**config.mk**
```make
export PLATFORM = sky130hd
export DESIGN_NAME = fir_stream_sequencer
export DESIGN_NICKNAME = d
export VERILOG_FILES = /design/src/rtl/fir_stream_sequencer.sv
export SDC_FILE = /design/constraint.sdc
export NUM_CORES = 1
export LEC_CHECK = 0
export ABC_AREA = 1
export BUFFER_PORTS_ARGS = -buffer_cell sky130_fd_sc_hd__buf_2
export CAP_MARGIN = 0
export CORE_ASPECT_RATIO = 0.7
export CORE_MARGIN = 10
export CORE_UTILIZATION = 55
export CTS_CLUSTER_SIZE = 24
export DETAILED_ROUTE_END_ITERATION = 16
export PLACE_DENSITY = 0.77
export SYNTH_ARGS = -nofsm -noshare
export SYNTH_HDL_FRONTEND = slang
export SYNTH_SLANG_ARGS = --single-unit
```
**constraint.sdc**
```tcl
create_clock -name clk -period 5.8 [get_ports clk]
set_input_delay 0.58 -clock clk [delete_from_list [all_inputs] [get_ports clk]]
set_output_delay 0.58 -clock clk [all_outputs]
set_load 0.02 [all_outputs]
```
**src/rtl/fir_stream_sequencer.sv**
```systemverilog
// Feeds buffered upstream samples to myFIR one at a time (inputValid pulse),
// waits for outputValid and returns each result on a valid/ready stream.
module fir_stream_sequencer #(
    parameter int InputWidth    = 16,
    parameter int OutputWidth   = 38,
    parameter int FifoDepth     = 8,
    parameter int TimeoutCycles = 255
) (
    input  logic                   clk,
    input  logic                   rst,
    input  logic                   s_valid,
    output logic                   s_ready,
    input  logic [InputWidth-1:0]  s_data,
    output logic                   inputValid,
    output logic [InputWidth-1:0]  FIR_input,
    input  logic                   outputValid,
    input  logic [OutputWidth-1:0] FIR_output,
    output logic                   m_valid,
    input  logic                   m_ready,
    output logic [OutputWidth-1:0] m_data,
    output logic [31:0]            sample_count,
    output logic                   timeout_err
);
    // state  | meaning
    // IDLE   | wait for a buffered sample, load FIR_input from FIFO head
    // ISSUE  | inputValid pulse, FIFO pop
    // WAIT   | wait for outputValid or timeout
    // OUTPUT | hold m_valid/m_data until downstream accepts

    localparam int PtrW = $clog2(FifoDepth);
    localparam int CntW = $clog2(TimeoutCycles + 1);
    localparam logic [PtrW:0]   FillFull = (PtrW + 1)'(FifoDepth);
    localparam logic [CntW-1:0] TmoLoad  = CntW'(TimeoutCycles - 1);

    typedef enum logic [1:0] {IDLE, ISSUE, WAIT, OUTPUT} state_t;

    state_t                r_state;
    state_t                w_next;

    logic [InputWidth-1:0] r_mem [FifoDepth];
    logic [PtrW-1:0]       r_wr_ptr;
    logic [PtrW-1:0]       r_rd_ptr;
    logic [PtrW:0]         r_fill;
    logic [CntW-1:0]       r_tmo_cnt;

    logic                  w_push;
    logic                  w_pop;
    logic                  w_empty;
    logic                  w_full;
    logic                  w_load;
    logic                  w_capture;
    logic                  w_timeout;
    logic                  w_done;

    assign w_empty = (r_fill == '0);
    assign w_full  = (r_fill == FillFull);
    assign s_ready = !w_full;
    assign w_push  = s_valid && !w_full;

    always_ff @(posedge clk or posedge rst) begin
        if (rst) r_state <= IDLE;
        else     r_state <= w_next;
    end

    always_comb begin
        w_next = r_state;
        case (r_state)
            IDLE:    if (!w_empty) w_next = ISSUE;
            ISSUE:   w_next = WAIT;
            WAIT: begin
                if (outputValid)           w_next = OUTPUT;
                else if (r_tmo_cnt == '0)  w_next = IDLE;
            end
            OUTPUT:  if (m_ready) w_next = IDLE;
            default: w_next = IDLE;
        endcase
    end

    always_comb begin
        w_load     = 1'b0;
        inputValid = 1'b0;
        w_pop      = 1'b0;
        w_capture  = 1'b0;
        w_timeout  = 1'b0;
        w_done     = 1'b0;
        case (r_state)
            IDLE:   w_load = !w_empty;
            ISSUE: begin
                inputValid = 1'b1;
                w_pop      = 1'b1;
            end
            WAIT: begin
                w_capture = outputValid;
                w_timeout = !outputValid && (r_tmo_cnt == '0);
            end
            OUTPUT: w_done = m_valid && m_ready;
            default: ;
        endcase
    end

    always_ff @(posedge clk) begin
        if (w_push) r_mem[r_wr_ptr] <= s_data;
    end

    always_ff @(posedge clk or posedge rst) begin
        if (rst) begin
            r_wr_ptr <= '0;
            r_rd_ptr <= '0;
            r_fill   <= '0;
        end else begin
            if (w_push) r_wr_ptr <= r_wr_ptr + PtrW'(1);
            if (w_pop)  r_rd_ptr <= r_rd_ptr + PtrW'(1);
            case ({w_push, w_pop})
                2'b10:   r_fill <= r_fill + (PtrW + 1)'(1);
                2'b01:   r_fill <= r_fill - (PtrW + 1)'(1);
                default: r_fill <= r_fill;
            endcase
        end
    end

    // Down-counter loaded as WAIT is entered; terminal count 0 means the last WAIT cycle.
    always_ff @(posedge clk or posedge rst) begin
        if (rst) begin
            r_tmo_cnt <= '0;
        end else if (r_state == ISSUE) begin
            r_tmo_cnt <= TmoLoad;
        end else if (r_state == WAIT && !outputValid && r_tmo_cnt != '0) begin
            r_tmo_cnt <= r_tmo_cnt - CntW'(1);
        end
    end

    always_ff @(posedge clk or posedge rst) begin
        if (rst) begin
            FIR_input    <= '0;
            m_valid      <= 1'b0;
            m_data       <= '0;
            sample_count <= '0;
            timeout_err  <= 1'b0;
        end else begin
            if (w_load)    FIR_input <= r_mem[r_rd_ptr];
            if (w_capture) begin
                m_data  <= FIR_output;
                m_valid <= 1'b1;
            end else if (w_done) begin
                m_valid <= 1'b0;
            end
            if (w_done)    sample_count <= sample_count + 32'd1;
            if (w_timeout) timeout_err  <= 1'b1;
        end
    end
endmodule

```
==> out/qor.yml, run 1 <==
die:
  coreArea_um2: 17400
  die_h_um: 132
  std_cell_rows: 40
  pin_count: 149
  die_x_um: 180
  initial_utilization: 0.569
  fp.dieArea_um2: 23900
global_route:
  grt_max_degree: 70
  antenna_found_initial: 1
  grt_pass1_wl_um: 37500
  grtUsageTotal: 0.189
  grt-ovfl-total: 0
  grt_pass1_vias: 7059
worst_hold_path:
  hold_path.class: "input pin to asynchronous set/reset pin"
layout:
  fillers: 1270
  multiInputGateArea_um2: 3030
  fin_area_um2: 11700
  nNetsFinal: 1107
  final_cell_mix: "nand2_1 (164), buf_2 (148), nor2_1 (139), edfxtp_1 (128), dfrtp_1 (107)"
  drive_gt1_frac: 0.244
  area_growth_syn_to_layout_pct: 18.4
  final_common_cell: "nand2_1"
  ff_latch_area_um2: 6550
worst_setup_path:
  crit_family: "flip-flops"
  crit_path_max_fanout: 67
  arrival_ps: 3160
  reg2reg_slack_ps: 3030
  path_class: "register to register"
  slowest_stage: "dfrtp_2"
  cp-end-kind: "register"
  max_stage_delay_ps: 1130
  r2r_start: "r_rd_ptr[0]$_DFFE_PP0P_"
  start_kind: "register"
  cp.required_ps: 6190
  r2r_cells: 5
  crit_buf_inv: 1
  reg2reg_to: "FIR_input[10]$_DFFE_PP0P_"
  worstPathCellList: "inv_2, o21ai_0, o211ai_1, nand3_1, nand2_1"
clocking:
  cts-root-buf: "clkbuf_16"
  cts_resized: 0
  cts_htree_levels: 1
  clk_latency_ps: 500
  cts_buffers: 23
  cts_tree: "built"
  clk_pin_slew_worst_paths_ps: 70
  clockBufferDepth: 3
  cts_hold_buf: 0
  cts.sinks: 236
  cts_setup_buffers: 0
route:
  dr.pass1.iters: 8
  wl_per_cell_um: 18.1
  ant_nets: 0
  drt_wl_total_um: 23300
  drt_iter0_markers: 544
  vias: 7059
  viasPerCell: 5.48
  drc: 0
timing:
  clock.fmax_mhz: 361
  whs_ps: 270
  maxSlewHeadroom: 0.218
  hold_viol: 0
  setup_tns_ps: 0
  fin_ws_ps: 3030
  setup_viol: 0
  rsz0062_at_grt: "no"
  clock_skew_ps: 6.37
  period_needed_ps: 2770
  fin_crit_sh: 0.478
  slew_viol_final: 0
  worstMarginPinSlew_ps: 1170
synthesis:
  async_reset_ff_frac: 0.458
  ys_seq_elements: 236
  syn_area_per_cell_um2: 11.2
  synth_cells: 888
  synth_fp_nets: 955
  ys_types: 35
  synth_edf_count: 128
  syn_area_um2: 9910
  ys.flop_type: "edfxtp_1"
  ys_seq_area_frac: 0.661
  ys_warn_count: 0
place:
  io_buffer_count: 148
  dpl.hpwl_um: 14800
  globalplace.congestion: 0.836
  place_area_um2: 10900
  post-place-ws_ps: 3100
pwr:
  finalPower_mw: 6.14
  p_leak_nw: 5.07
  ir_drop_mv: 0.339
  p_per_area_nw_per_um2: 523
run:
  maxCapViolCount: 0
outcome:
  status: "complete, no violations"
-- stage by stage --
step	utilization	std cells
2_1_floorplan	-	888
3_3_place_gp	0.625	1246
3_5_place_dp	0.625	1246
4_1_cts	0.674	1288
5_1_grt	0.674	1288
6_report	0.674	1289
-- per-layer routing --
layer  wire (um)  global-route usage  share of wire  up-vias
met2       10900               0.295           0.47      276
met3        1750              0.0455          0.075       34
met4         364              0.0454          0.016        0
met1       10300               0.261           0.44     3406
met5           0                   0              0        -
li1            -                   -              -     3343
-- registers in the layout, indices dropped and copies added, names as in the netlist --
signal	cells
m_valid	1
r_state	2
r_fill	4
r_rd_ptr	3
FIR_input	16
sample_count	32
r_mem	128
r_wr_ptr	3
r_tmo_cnt	8
m_data	38
timeout_err	1
-- worst max-delay path by stage --
stage                            startpoint                         to  cells after the start  slack (ps)
floorplan                               rst   FIR_input[0]$_DFFE_PP0P_                      1        2370
global placement    r_rd_ptr[0]$_DFFE_PP0P_  FIR_input[10]$_DFFE_PP0P_                      5        3290
detailed placement  r_rd_ptr[0]$_DFFE_PP0P_  FIR_input[10]$_DFFE_PP0P_                      5        3100
CTS                 r_rd_ptr[0]$_DFFE_PP0P_  FIR_input[10]$_DFFE_PP0P_                      5        3070
global route        r_rd_ptr[0]$_DFFE_PP0P_  FIR_input[10]$_DFFE_PP0P_                      5        2780
finish              r_rd_ptr[0]$_DFFE_PP0P_  FIR_input[10]$_DFFE_PP0P_                      5        3030
-- synthesized netlist by cell type, types with 2 or more instances --
library cell | instances | area share
buf_2 | 11 | 0.0056
ha_1 | 8 | 0.010
o211ai_1 | 32 | 0.024
buf_1 | 5 | 0.0019
nor2_2 | 5 | 0.0032
nor3_1 | 4 | 0.0020
o21ai_0 | 71 | 0.036
nand3_1 | 55 | 0.028
nor2_4 | 2 | 0.0023
nand2_1 | 164 | 0.062
xnor2_1 | 9 | 0.0080
nand4_1 | 12 | 0.0076
inv_1 | 48 | 0.018
clkinv_1 | 2 | 0.00076
xor2_1 | 12 | 0.011
clkbuf_1 | 14 | 0.0053
edfxtp_1 | 128 | 0.39
nand3b_1 | 5 | 0.0038
mux2_2 | 38 | 0.043
nor2_1 | 139 | 0.053
dfrtp_1 | 108 | 0.27
or2_2 | 3 | 0.0019
-- cells by family after synthesis --
logic type	share of synthesized area
flip-flops	0.661
AND/OR/NAND/NOR	0.170
buffers and inverters	0.0340
XOR/XNOR	0.0186
multiplexers	0.0432
adder cells (fa/ha/maj)	0.0101
AO/OA/AOI/OAI	0.0639
-- power by group --
| part | internal [mW] | switching [mW] | leakage, nW | total (mW) |
|---|---|---|---|---|
| combinational | 0.686 | 1.30 | 2.14 | 1.98 |
| clock | 1.02 | 0.629 | 0.409 | 1.65 |
| sequential | 2.20 | 0.307 | 2.51 | 2.50 |
| total | 3.90 | 2.23 | 5.07 | 6.14 |
-- final cells by class --
| cell class | count | area share |
|---|---|---|
| well taps | 231 | 0.0246 |
| clock inverters | 17 | 0.0210 |
| inverters | 51 | 0.0165 |
| diodes | 1 | 0.000213 |
| repair buffers | 159 | 0.0702 |
| flip-flops and latches | 236 | 0.558 |
| clock buffers | 25 | 0.0514 |
| multi-input cells | 569 | 0.258 |
Power figures use the tool's default switching activity.
==> inputs of run 2 (changes only) <==
--- a/config.mk
+++ b/config.mk
@@ -10,10 +10,10 @@
 export CAP_MARGIN = 0
 export CORE_ASPECT_RATIO = 0.7
 export CORE_MARGIN = 10
-export CORE_UTILIZATION = 55
+export CORE_UTILIZATION = 51
 export CTS_CLUSTER_SIZE = 24
 export DETAILED_ROUTE_END_ITERATION = 16
-export PLACE_DENSITY = 0.77
+export PLACE_DENSITY = 0.75
 export SYNTH_ARGS = -nofsm -noshare
 export SYNTH_HDL_FRONTEND = slang
 export SYNTH_SLANG_ARGS = --single-unit
==> constraint.sdc (replaced) <==
create_clock -name clk -period 2.4 [get_ports clk]
set_input_delay 0.24 -clock clk [delete_from_list [all_inputs] [get_ports clk]]
set_output_delay 0.24 -clock clk [all_outputs]
set_load 0.02 [all_outputs]
==> out/qor.yml, run 2 (synthesis gave the netlist of run 1 again) <==
worst_setup_path:
  worstPathCellList: "nor2_1, nand2_1, inv_1, nand2_1, nand2_1, ha_1, xor2_1, ha_1, o21bai_1, or2_2, nand3_1, o21ai_0"
  cp.required_ps: 2790
  setup.worst_path.start: "r_fill[0]$_DFFE_PP0P_"
  arrival_ps: 2540
  path_class: "register to register"
  crit_family: "simple AND/OR/NAND/NOR gates"
  cp_common_cell: "nand2_1"
  crit_buf_inv: 1
  cp-end-kind: "register"
  max_stage_delay_ps: 420
  slowest_stage: "dfrtp_1"
  crit_path_max_fanout: 5
  r2r_start: "r_fill[0]$_DFFE_PP0P_"
  reg2reg_slack_ps: 250
  start_kind: "register"
route:
  drc: 0
  dr.pass1.iters: 5
  wl_per_cell_um: 16.9
  drt_iter0_markers: 512
  viasPerCell: 5.12
  vias: 7129
  ant_nets: 0
  drt_wl_total_um: 23600
place:
  dpl.hpwl_um: 14900
  io_buffer_count: 148
  globalplace.congestion: 0.821
layout:
  fin_util: 0.655
  top_register: "r_mem"
  antenna_cells: 0
  drive_gt1_frac: 0.240
  final_common_cell: "nand2_1"
  largest_reg_flops: 128
  final_cell_mix: "nand2_1 (164), buf_2 (148), nor2_1 (139), edfxtp_1 (128), dfrtp_1 (107)"
  nNetsFinal: 1178
  area_growth_syn_to_layout_pct: 25.4
  top_regs: "r_mem (128), m_data (38), sample_count (32)"
clocking:
  cts.sinks: 236
  cts_htree_levels: 1
  clk_pin_slew_worst_paths_ps: 70
  cts-root-buf: "clkbuf_16"
  clockBufferDepth: 3
  cts_tree: "built"
  clk_latency_ps: 520
  cts_buffers: 24
  cts_resized: 0
timing:
  fin_crit_sh: 0.897
  rsz0062_at_grt: "no"
  setup_tns_ps: 0
  clock_skew_ps: 17.9
  slew_viol_final: 0
  hold_viol: 0
  clock.fmax_mhz: 464
  period_needed_ps: 2150
  whs_ps: 21.9
  worstMarginPinSlew_ps: 783
  maxSlewHeadroom: 0.477
  setup_viol: 0
global_route:
  grt_pass1_vias: 6939
  grt-ovfl-total: 0
  grt_pass1_wl_um: 37100
  grt_max_degree: 41
  grtUsageTotal: 0.178
  antenna_found_initial: 0
die:
  die_x_um: 187
  std_cell_rows: 42
  die_h_um: 137
  pin_count: 149
  fp.dieArea_um2: 25500
  coreArea_um2: 19000
  initial_utilization: 0.522
pwr:
  p_leak_nw: 5.37
  ir_drop_mv: 0.690
  finalPower_mw: 14.9
  p_per_area_nw_per_um2: 1200
worst_hold_path:
  min_from: "s_data[8]"
  hold_path.class: "input pin to register"
outcome:
  status: "complete, no violations"
run:
  maxCapViolCount: 0
[run 2: cell types whose count changed in the layout (fill, tap and decap cells not counted), sizes merged]
cell | before | now
buf | 159 | 178
clkinv | 8 | 12
inv | 50 | 49
clkinvlp | 4 | 2
bufinv | 6 | 4
diode | 1 | 0
clkbuf | 25 | 28
dlygate4sd3 | 0 | 51
[run 2: layout make-up]
class | count | area (um2)
clock inverters | 16 | 195
well taps | 264 | 330
clock buffers | 28 | 616
fillers | 1420 | 6550
inverters | 51 | 195
flip-flops and latches | 236 | 6550
multi-input cells | 569 | 3030
repair buffers | 229 | 1510
[run 2: worst register-to-register path, delay by kind of cell, from the launching register on]
kind	cells	cell delay, ps
compound gates	2	230
xor+xnor	1	110
simple gates	6	770
buf+inv	1	80
fa+ha+maj	2	430
flops	1	420
[run 2: metrics by stage]
stage | cell area [um2] | worst slack (ps) | instances
CTS | 12400 | 270 | 1393
global placement | 11100 | 346 | 1298
global route | 12400 | 63.9 | 1393
floorplan | 9910 | 67.0 | 888
detailed placement | 11100 | 292 | 1298
finish | 12400 | 247 | 1393
[run 2: per-layer routing]
metal,track usage,up-vias,wire (um)
met5,0,-,0
met4,0.0379,0,299
met3,0.0338,27,1150
met2,0.300,199,11600
met1,0.236,3416,10600
li1,-,3487,-
[run 2: worst paths after layout]
| check | endpoint | depth (start not counted) |
|---|---|---|
| max | r_fill[2]$_DFFE_PP0P_ | 12 |
| max in group asynchronous | sample_count[20]$_DFFE_PP0P_ | 4 |
| min reg2reg | FIR_input[8]$_DFFE_PP0P_ | 2 |
| min | r_mem[4][8]$_DFFE_PP_ | 1 |
| max reg2reg | r_fill[2]$_DFFE_PP0P_ | 12 |
| min in group asynchronous | FIR_input[14]$_DFFE_PP0P_ | 3 |
[run 2: power by group]
part	leakage (nW)	internal, mW	switching, mW
Sequential	2.51	5.31	0.585
Clock	0.392	2.28	1.55
Combinational	2.46	1.86	3.32
[run 2: repair_timing]
item | CTS | global route
endpoints found under the hold margin | 151 | 0
hold buffers | 51 | 0
setup buffers | 0 | 0
